File: src/rtl/key_event_proc.sv
// Multi-key front end: synchronise, debounce and classify active-low buttons into
// press / short / long / auto-repeat pulses, all paced by one internal scan tick.
module key_event_proc #(
    parameter int NUM_KEYS       = 4,
    parameter int CLK_HZ         = 50_000_000,
    parameter int SCAN_HZ        = 100,
    parameter int DEBOUNCE_TICKS = 2,
    parameter int LONG_TICKS     = 100,
    parameter int REPEAT_TICKS   = 20,
    parameter int WRITE_KEY      = 0,
    localparam int MODE_W        = (NUM_KEYS > 1) ? $clog2(NUM_KEYS) : 1
) (
    input  logic                clk,
    input  logic                rst_n,
    input  logic [NUM_KEYS-1:0] key_in,
    output logic [NUM_KEYS-1:0] key_level,
    output logic [NUM_KEYS-1:0] press_pulse,
    output logic [NUM_KEYS-1:0] short_pulse,
    output logic [NUM_KEYS-1:0] long_pulse,
    output logic [NUM_KEYS-1:0] repeat_pulse,
    output logic [MODE_W-1:0]   mode,
    output logic                write_pulse
);
    localparam int DIV    = CLK_HZ / SCAN_HZ;
    localparam int DIV_W  = $clog2(DIV);
    localparam int HMAX   = (LONG_TICKS > REPEAT_TICKS) ? LONG_TICKS : REPEAT_TICKS;
    localparam int HCNT_W = (HMAX > 1) ? $clog2(HMAX) : 1;
    localparam int DB_W   = $clog2(DEBOUNCE_TICKS + 1);

    typedef enum logic [1:0] {IDLE, HELD, LONG} state_t;

    logic [DIV_W-1:0]    div_cnt;
    logic                tick;
    logic [NUM_KEYS-1:0] sync1, sync2;
    logic [NUM_KEYS-1:0] lvl_nxt, press_ev, short_ev, long_ev, rep_ev;
    logic [MODE_W-1:0]   mode_nxt;

    assign tick = (div_cnt == DIV_W'(DIV - 1));

    always_ff @(posedge clk or negedge rst_n) begin
        if (!rst_n) begin
            div_cnt <= '0;
            sync1   <= '1;
            sync2   <= '1;
        end else begin
            div_cnt <= tick ? '0 : div_cnt + 1'b1;
            sync1   <= key_in;
            sync2   <= sync1;
        end
    end

    for (genvar k = 0; k < NUM_KEYS; k++) begin : g_key
        logic [DB_W-1:0]   db_cnt, db_cnt_nxt;
        logic [HCNT_W-1:0] hcnt, hcnt_nxt;
        state_t            state, state_nxt;
        logic              lvl_k;
        logic              press_k, short_k, long_k, rep_k;

        // Debounce: the level flips only after DEBOUNCE_TICKS consecutive differing samples.
        always_comb begin
            db_cnt_nxt = db_cnt;
            lvl_k      = key_level[k];
            if (tick) begin
                if (~sync2[k] != key_level[k]) begin
                    if (db_cnt == DB_W'(DEBOUNCE_TICKS - 1)) begin
                        lvl_k      = ~key_level[k];
                        db_cnt_nxt = '0;
                    end else begin
                        db_cnt_nxt = db_cnt + 1'b1;
                    end
                end else begin
                    db_cnt_nxt = '0;
                end
            end
        end

        // The FSM acts on the level being committed this tick, so events and
        // key_level register on the same edge.
        always_comb begin
            state_nxt = state;
            hcnt_nxt  = hcnt;
            press_k   = 1'b0;
            short_k   = 1'b0;
            long_k    = 1'b0;
            rep_k     = 1'b0;
            if (tick) begin
                case (state)
                    IDLE: if (lvl_k) begin
                        press_k   = 1'b1;
                        hcnt_nxt  = '0;
                        state_nxt = HELD;
                    end
                    HELD: if (!lvl_k) begin
                        short_k   = 1'b1;
                        state_nxt = IDLE;
                    end else if (hcnt == HCNT_W'(LONG_TICKS - 1)) begin
                        long_k    = 1'b1;
                        hcnt_nxt  = '0;
                        state_nxt = LONG;
                    end else begin
                        hcnt_nxt  = hcnt + 1'b1;
                    end
                    LONG: if (!lvl_k) begin
                        state_nxt = IDLE;
                    end else if (hcnt == HCNT_W'(REPEAT_TICKS - 1)) begin
                        rep_k     = 1'b1;
                        hcnt_nxt  = '0;
                    end else begin
                        hcnt_nxt  = hcnt + 1'b1;
                    end
                    default: state_nxt = IDLE;
                endcase
            end
        end

        always_ff @(posedge clk or negedge rst_n) begin
            if (!rst_n) begin
                state  <= IDLE;
                hcnt   <= '0;
                db_cnt <= '0;
            end else begin
                state  <= state_nxt;
                hcnt   <= hcnt_nxt;
                db_cnt <= db_cnt_nxt;
            end
        end

        assign lvl_nxt[k]  = lvl_k;
        assign press_ev[k] = press_k;
        assign short_ev[k] = short_k;
        assign long_ev[k]  = long_k;
        assign rep_ev[k]   = rep_k;
    end

    // Lowest pressing index wins when several keys press together.
    always_comb begin
        mode_nxt = mode;
        for (int i = NUM_KEYS - 1; i >= 0; i--) begin
            if (press_ev[i]) mode_nxt = MODE_W'(i);
        end
    end

    always_ff @(posedge clk or negedge rst_n) begin
        if (!rst_n) begin
            key_level    <= '0;
            press_pulse  <= '0;
            short_pulse  <= '0;
            long_pulse   <= '0;
            repeat_pulse <= '0;
            mode         <= '0;
            write_pulse  <= 1'b0;
        end else begin
            key_level    <= lvl_nxt;
            press_pulse  <= press_ev;
            short_pulse  <= short_ev;
            long_pulse   <= long_ev;
            repeat_pulse <= rep_ev;
            mode         <= mode_nxt;
            write_pulse  <= press_ev[WRITE_KEY];
        end
    end
endmodule

File: config.mk
export PLATFORM = sky130hd
export DESIGN_NAME = key_event_proc
export DESIGN_NICKNAME = d
export VERILOG_FILES = /design/src/rtl/key_event_proc.sv
export SDC_FILE = /design/constraint.sdc
export NUM_CORES = 1
export LEC_CHECK = 0
export CORE_MARGIN = 5
export CORE_UTILIZATION = 25
export DETAILED_ROUTE_END_ITERATION = 8
export GPL_TIMING_DRIVEN = 1
export SYNTH_ARGS = -nofsm -noshare
export SYNTH_HDL_FRONTEND = slang
export SYNTH_SLANG_ARGS = --single-unit
export TNS_END_PERCENT = 10
File: constraint.sdc
create_clock -name clk -period 3.02 [get_ports clk]
set_input_delay 0.453 -clock clk [delete_from_list [all_inputs] [get_ports clk]]
set_output_delay 0.453 -clock clk [all_outputs]
set_load 0.05 [all_outputs]
# == Yosys cells after proc, flatten, opt, wreduce, memory -nomap -nowiden ==
# Index checks and enable logic that the tools add are counted.
# totals
register_bits,94
input_bits,6
word_cells,226
# op_classes
n_addsub,9
eq_ne,45
muxes,125
bitwise,8
n_reduce_logical,17
# op_table
operator,count
7-bit 2-to-1 mux,20
7-bit one-hot mux with 3 select lines,4
1-bit 2-to-1 mux,68
2-bit 2-to-1 mux,28
2-bit != test (second input constant),16
7-bit by 1-bit adder with 7-bit output (second input constant),4
7-bit by 5-bit equality test with 1-bit output (second input constant),4
7-bit equality test (second input constant),4
2-bit one-hot mux with 3 select lines,4
5-bit AND reduction,4
19-bit by 1-bit adder with 19-bit output (second input constant),1
19-bit equality test (second input constant),1
19-bit 2-to-1 mux,1
2-bit by 1-bit equality test with 1-bit output (second input constant),8
4-bit AND reduction,4
3-bit != test (second input constant),4
3-bit nonzero test,4
2-bit by 1-bit adder with 2-bit output (second input constant),4
2-bit equality test (second input constant),4
2-bit logical NOT,4
1-bit NOT,8
1-bit != test,4
4-bit nonzero test,1

# == Logic depth before layout (Yosys ltp) ==
# Gate-level depths: netlist (run 1).
# logic_depth
word_depth,11
depth_mapped,8
ltp_nobuf,7

# == Least setup slack after synthesis (run 1) ==
# OpenSTA, ideal clock, no wires.
# synth_path
path_type,reg-to-reg
startpoint,register g_key[3].hcnt[0]
endpoint,register g_key[3].hcnt[5]
setup_ns,0.128
arrival_ns,1.983
required_ns,2.892
path_slack_ns,0.909
path_stages_with_launch,7
n_path_buf,0
period_less_slack_ns,2.111
path_cell_list,dfrtp_1 > ha_1 > or3b_2 > o41a_1 > o21ai_1 > nand4bb_1 > o31ai_1
# synth_between
elab_chain_len,4
elab_cells_between_ends,8
classes_between,1 x add/sub; 2 x eq/ne; 5 x mux
# synth_lines
element,line,rtl
"start, declared",54,"logic [HCNT_W-1:0] hcnt, hcnt_nxt;"
"start signal, assigned",123,hcnt <= hcnt_nxt;
"7-bit by 1-bit adder with 7-bit output, or another cell as far along","101, 109",
"7-bit 2-to-1 mux, on equally long branches","105, 96",
"7-bit 2-to-1 mux, on equally long branches","103, 93",
7-bit one-hot mux with 3 select lines (*),87,case (state)
# Mark *: on every way between the ends. The rest lies on a longest branch, timed or not. The select of a mux whose other input is x is not followed.
# A chain may end at the register's enable or synchronous reset.

# == Worst setup path after layout (run 1) ==
# layout_path
startpoint,register div_cnt[0]
endpoint,register g_key[1].hcnt[4]
# layout_between
elab_chain_len,4
elab_cells_between_ends,6
classes_between,4 x eq/ne; 1 x mux; 1 x reduce/logical
# layout_lines
element,line,rtl
"start, declared",32,logic [DIV_W-1:0] div_cnt;
"start signal, assigned",46,div_cnt <= tick ? '0 : div_cnt + 1'b1;
19-bit equality test (*),38,assign tick = (div_cnt == DIV_W'(DIV - 1));
1-bit 2-to-1 mux,63,if (tick) begin
2-bit != test (no source line),n/a,
5-bit AND reduction (no source line) (*),n/a,
"end signal, assigned",123,
"end, declared",54,
# Mark *: on every way between the ends. The rest lies on a longest branch, timed or not.

==> results of run 1 <==
-- through the flow --
| stage | hold WS [ps] | total power [mW] | cells | cell area [sq um] | setup WS (ps) |
|---|---|---|---|---|---|
| CTS | 358 | 2.57 | 742 | 5660 | 527 |
| floorplan | 157 | 1.28 | 472 | 4780 | 909 |
| finish | 357 | 2.53 | 742 | 5660 | 492 |
| global route | 360 | 2.62 | 742 | 5660 | 347 |
| detailed placement | 315 | 1.32 | 725 | 5330 | 546 |
| global placement | 312 | 1.32 | 725 | 5330 | 657 |
-- state kept, by name, summed over array words and instances (netlist names), 8 cells and up --
signal        flops
g_key.state       8
g_key.hcnt       28
div_cnt          19
g_key.db_cnt      8
-- worst paths after layout --
check	start	end	slack, ps
min	sync1[2]$_DFF_PN1_	sync2[2]$_DFF_PN1_	360
min in group asynchronous	rst_n	long_pulse[3]$_DFF_PN0_	490
max in group asynchronous	rst_n	sync2[0]$_DFF_PN1_	1840
max	div_cnt[0]$_DFF_PN0_	g_key[1].hcnt[4]$_DFFE_PN0P_	490
min reg2reg	sync1[2]$_DFF_PN1_	sync2[2]$_DFF_PN1_	360
max reg2reg	div_cnt[0]$_DFF_PN0_	g_key[1].hcnt[4]$_DFFE_PN0P_	490
-- cell families after synthesis --
kind of cell | share of synthesized area (%)
and+or+nand+nor | 23.9
AOI/OAI and AO/OA | 16.5
DFF | 48.9
buffers and inverters | 2.59
xor gates and xnor gates | 3.48
adders and majority gates | 4.45
muxes | 0.209
-- power by group --
part | internal [mW] | switching (mW) | total [mW]
combinational | 0.0104 | 0.0270 | 0.0374
clock | 0.733 | 0.501 | 1.23
sequential | 1.25 | 0.00308 | 1.26
total | 2.00 | 0.531 | 2.53
-- final cells by class --
| class | instances | area, sq um | share of cell area [%] |
|---|---|---|---|
| clock buffers | 10 | 229 | 4.05 |
| clock inverters | 6 | 93.8 | 1.66 |
| inverters | 17 | 63.8 | 1.13 |
| multi-input cells | 350 | 2320 | 41.0 |
| flip-flops and latches | 93 | 2340 | 41.3 |
| well taps | 234 | 293 | 5.17 |
| repair buffers | 32 | 323 | 5.70 |
-- cells in the final DEF (no fill, tap or decap), drive strengths merged, types with 11 or more instances in the layout --
master,instances
nand4,12
o31ai,18
ha,17
xor2,13
nand2b,11
a2bb2oi,20
clkdlybuf4s50,27
or2,12
inv,19
nand3,22
nor2,26
and3,11
o21ai,25
nand2,73
dfrtp,85
-- metal layers --
metal | vias up | routed length, um
li1 | 1765 | -
met1 | 1796 | 5000
met2 | 42 | 5010
met3 | 9 | 456
met4 | 0 | 157
met5 | - | 0
-- worst register-to-register path, delay by kind of cell, from the launching register on --
family / cells / cell delay [ps]
adders and majority gates: 1 / 220
DFF: 1 / 400
and+or+nand+nor: 4 / 1580
AOI/OAI and AO/OA: 1 / 250
==> out/qor.csv, run 1 <==
stage,metric,value,unit
global_route,antenna_found_initial,0,
yosys,ys_async_sr_fraction,100,%
routing,remaining_drc_errors,0,
clock_network,cts_made_buffers,9,
sta,worstMarginPinSlew,604,ps
floorplan,die-width,148,um
worst_setup_path,cp_max_fo,14,
clock_network,post_cts_buffers,0,
routing,ant_nets,0,
yosys,synth_most_common_cell,dfrtp_1,
global_route,grt_use_met1,12.9,%
global_route,grtUsageMet2,16.4,%
worst_setup_path,cp.depth,6,
yosys,ys_top_cells_by_count,"85 x dfrtp_1, 72 x nand2_1, 26 x nor2_1",
sta,setup_viol,0,
yosys,ys_ff_latch,93,
sta,fin_crit_sh,83.7,%
clock_network,htree_levels,3,
yosys,synth_top_area_share,44.5,%
routing,drt_iter0_markers,213,
worst_setup_path,path_class,flop to flop,
worst_hold_path,hold_class,flop to flop,
yosys,yosys-top-cells-area,"dfrtp_1 44%, nand2_1 5.7%, ha_1 4.4%, dfstp_2 4.4%, a2bb2oi_1 3.7%",
floorplan,dieArea,0.0220,sq mm
floorplan,io_pins,29,
yosys,ys_seq_area_share,48.9,%
placement,dp_hpwl,7500,um
worst_setup_path,critical-path-max-stage-delay,590,ps
floorplan,die_y,148,um
clock_network,cts_resized,0,
yosys,synthCells,472,
worst_setup_path,crit_path_start_kind,flop,
yosys,ys.flop_type,dfrtp_1,
sta,drv_slew,0,
clock_network,clockRootBuffer,clkbuf_16,
clock_network,clockBufferDepth,2,
cells_and_area,fillers,1925,
global_route,grt_usage,10.2,%
yosys,synth_area_per_cell,10.1,sq um
pwr,p_leak,2.32,nW
worst_setup_path,crit_chain,"ha_1, nand3_1, nor4b_4, nand2_2, or3_1, o31ai_2",
job,max_cap_viol_count,0,
global_route,grt_pass1_wl,18200,um
cells_and_area,drive_gt1_share,13.0,%
worst_setup_path,r2r_cells,6,
yosys,syn_area,0.00478,sq mm
clock_network,cts_sinks,93,
sta,rsz0062_at_grt,no,
yosys,synth_edf_count,0,
sta,period_minus_slack,2530,ps
cells_and_area,n_antenna_cell,0,
clock_network,ctsHoldBuffers,1,
cells_and_area,final_util,30.2,%
worst_setup_path,arrival,2790,ps
sta,finClkSkew,6.99,ps
routing,firstDrtPassIters,5,
yosys,synth_cell_type_count,57,
global_route,met3_usage,3.81,%
floorplan,initial_core_util,25.5,%
worst_setup_path,cpMaxStageDelayCell,or3_1,
floorplan,num_rows,50,
clock_network,cts.reportedPaths.clkPinSlew,70,ps
global_route,grt_max_degree,83,
yosys,yosys_warnings,0,
routing,viasPerCell,4.87,
worst_setup_path,crit_family,simple AND/OR/NAND/NOR gates,
global_route,grt-busiest-layer,met2,
worst_setup_path,end_kind,flop,
sta,finalHoldViolations,0,
clock_network,cts_tree,done,
routing,routed_wl,10600,um
pwr,power.density,447,mW/mm^2
worst_setup_path,path_buf_inv,0,
floorplan,core-area,0.0188,sq mm
global_route,globalRoute.totalOverflow,0,
sta,setup_tns,0,ps
worst_hold_path,hold_depth,0,
cells_and_area,area_delta_synth_final,18.4,%
yosys,synth_nets,495,
sta,max_freq,396,MHz
sta,relSlewSlack,59.3,%
clock_network,clk_latency,350,ps
placement,portBuffers,28,
yosys,yosysTopAreaCell,dfrtp_1,
pwr,vdd_drop_max,290,uV
cells_and_area,fin_nets,526,
worst_setup_path,cp_data_required_time,3290,ps
routing,wire_per_inst,14.3,um
placement,gp_congestion,0.788,
routing,num_vias,3612,
global_route,grt_pass1_vias,3670,
outcome,status,completed,
Power figures use the tool's default switching activity.
==> run 2, diff against run 1 <==
==> constraint.sdc (replaced) <==
create_clock -name clk -period 2.6 [get_ports clk]
set_input_delay 0.39 -clock clk [delete_from_list [all_inputs] [get_ports clk]]
set_output_delay 0.39 -clock clk [all_outputs]
set_load 0.05 [all_outputs]
==> out/qor.csv, run 2 (synthesis results as in run 1) <==
stage,metric,value,unit,change
sta,setup_tns,0,ps,unchanged
routing,drt_iter0_markers,294,,was 213
sta,max_freq,414,MHz,was 396 MHz
sta,relSlewSlack,59.3,%,about the same
sta,rsz0062_at_grt,no,,unchanged
pwr,pwr-share-comb,1.5,%,about the same
sta,setup_viol,0,,unchanged
cells_and_area,area_delta_synth_final,19.2,%,was 18.4%
floorplan,die_y,148,um,unchanged
routing,num_vias,3650,,was 3612
cells_and_area,final_common_cell,dfrtp_1,,unchanged
pwr,p_clk_share,47.7,%,was 48.8%
global_route,grtUsageMet2,16.0,%,was 16.4%
floorplan,num_rows,50,,unchanged
cells_and_area,drive_gt1_share,14.4,%,was 13.0%
pwr,power_switching,587,uW,was 531 uW
placement,portBuffers,28,,unchanged
global_route,antenna_found_initial,0,,unchanged
pwr,p_leak,2.35,nW,was 2.32 nW
pwr,switching_share,20.4,%,was 21.0%
clock_network,clk_latency,350,ps,about the same
worst_setup_path,crit_path_start_kind,flop,,unchanged
global_route,grt_use_met1,12.9,%,about the same
worst_setup_path,cp_max_fo,7,,was 14
global_route,met3_usage,3.05,%,was 3.81%
worst_setup_path,cp_data_required_time,2810,ps,was 3290 ps
floorplan,initial_core_util,25.5,%,unchanged
clock_network,cts_made_buffers,9,,unchanged
sta,period_minus_slack,2420,ps,was 2530 ps
cells_and_area,final_cells,748,,was 742
cells_and_area,fillers,1941,,was 1925
routing,viasPerCell,4.88,,was 4.87
routing,firstDrtPassIters,4,,was 5
sta,worstMarginPinSlew,610,ps,was 604 ps
worst_setup_path,end_kind,flop,,unchanged
cells_and_area,regMostFlops,g_key.hcnt,,unchanged
job,max_cap_viol_count,0,,unchanged
pwr,cell_internal_pwr,2.29,mW,was 2.00 mW
routing,wire_per_inst,14.2,um,was 14.3 um
floorplan,die-width,148,um,unchanged
placement,dp_slack,198,ps,was 546 ps
pwr,vdd_drop_max,303,uV,was 290 uV
sta,fin_crit_sh,92.9,%,was 83.7%
worst_setup_path,path_class,flop to flop,,unchanged
clock_network,cts_sinks,93,,unchanged
cells_and_area,largest_reg_flops,28,,unchanged
routing,routed_wl,10600,um,about the same
cells_and_area,final_cell_mix,"85 x dfrtp_1, 72 x nand2_1, 27 x clkdlybuf4s50_1, 26 x nor2_1, 22 x nand3_1",,unchanged
global_route,grt_pass1_wl,18000,um,was 18200 um
clock_network,ctsHoldBuffers,0,,was 1
floorplan,dieArea,0.0220,sq mm,unchanged
routing,remaining_drc_errors,0,,unchanged
global_route,grt_pass1_vias,3630,,was 3670
pwr,p_seq_share,50.7,%,was 49.7%
placement,gp_congestion,0.808,,was 0.788
pwr,power.density,505,mW/mm^2,was 447 mW/mm^2
worst_setup_path,arrival,2630,ps,was 2790 ps
cells_and_area,reg_top3,"g_key.hcnt: 28 flops, div_cnt: 19 flops",,unchanged
sta,drv_slew,0,,unchanged
outcome,status,completed,,unchanged
clock_network,cts_tree,done,,unchanged
routing,ant_nets,0,,unchanged
cells_and_area,fin_nets,532,,was 526
sta,final.setup.worst_slack,183,ps,was 492 ps
clock_network,htree_levels,3,,unchanged
floorplan,io_pins,29,,unchanged
global_route,globalRoute.totalOverflow,0,,unchanged
placement,dp_cells,732,,was 725
floorplan,core-area,0.0188,sq mm,unchanged
global_route,grt_max_degree,47,,was 83
sta,finalHoldViolations,0,,unchanged
cells_and_area,n_antenna_cell,0,,unchanged
clock_network,clockBufferDepth,2,,unchanged
sta,finClkSkew,8.15,ps,was 6.99 ps
worst_hold_path,hold_class,input port to asynchronous set/reset pin,,was flop to flop
global_route,grt_usage,9.96,%,was 10.2%
clock_network,cts.reportedPaths.clkPinSlew,70,ps,about the same
global_route,grt-busiest-layer,met2,,unchanged
placement,dp_hpwl,7760,um,was 7500 um
clock_network,clockRootBuffer,clkbuf_16,,unchanged
-- run 2: final timing paths --
path,startpoint,end,slack [ps],cells after the start
setup / recovery,g_key[0].hcnt[0]$_DFFE_PN0P_,g_key[0].hcnt[0]$_DFFE_PN0P_,180,6
hold / removal,rst_n,g_key[3].state[0]$_DFFE_PN0P_,60,1
setup reg to reg,g_key[0].hcnt[0]$_DFFE_PN0P_,g_key[0].hcnt[0]$_DFFE_PN0P_,180,6
hold reg to reg,sync1[3]$_DFF_PN1_,sync2[3]$_DFF_PN1_,350,0
max in group asynchronous,rst_n,sync2[0]$_DFF_PN1_,1870,2
min in group clk,sync1[3]$_DFF_PN1_,sync2[3]$_DFF_PN1_,350,0
-- run 2: power groups by stage --
stage	registers, mW	logic (mW)	clock network, mW
after global placement	1.49	0.0456	0
final	1.46	0.0437	1.37
after global routing	1.46	0.0529	1.48
after CTS	1.46	0.0472	1.42
after detailed placement	1.49	0.0469	0
after floorplan	1.49	0.00361	0
-- run 2: metrics by stage --
| step | cell area (sq um) | util, % | total power [mW] | hold slack (ps) |
|---|---|---|---|---|
| 3_3_place_gp | 5380 | 28.7 | 1.53 | 347 |
| 3_5_place_dp | 5380 | 28.7 | 1.54 | 348 |
| 5_1_grt | 5700 | 30.4 | 2.99 | 115 |
| 2_1_floorplan | 4780 | - | 1.49 | 94.4 |
| 4_1_cts | 5690 | 30.3 | 2.92 | 80.2 |
| 6_report | 5700 | 30.4 | 2.88 | 58.1 |
-- run 2: final cells by class --
class / count / area, sq um / area share, %
clock buffers: 13 / 270 / 4.74
clock inverters: 3 / 42.5 / 0.746
inverters: 17 / 63.8 / 1.12
multi-input cells: 350 / 2330 / 40.8
flip-flops and latches: 93 / 2340 / 41.0
well taps: 234 / 293 / 5.14
repair buffers: 38 / 365 / 6.41
-- run 2: repair_timing --
item,in CTS,in global routing
buffers inserted,0,0
setup endpoints to repair,0,6
resized for setup,0,1
-- run 2: worst max-delay path, stage by stage (launching register included) --
cell     delay, ps
dfrtp_1        380
ha_1           220
or3b_2         510
o31a_1         330
o21ai_1        390
or2_1          340
o21ai_0        130
-- run 2: routing by layer --
metal  up-vias  share of wire, %
met3        11               4.0
met2        52                48
li1       1772                 -
met1      1815                46
met4         0               1.4
met5         -                 0
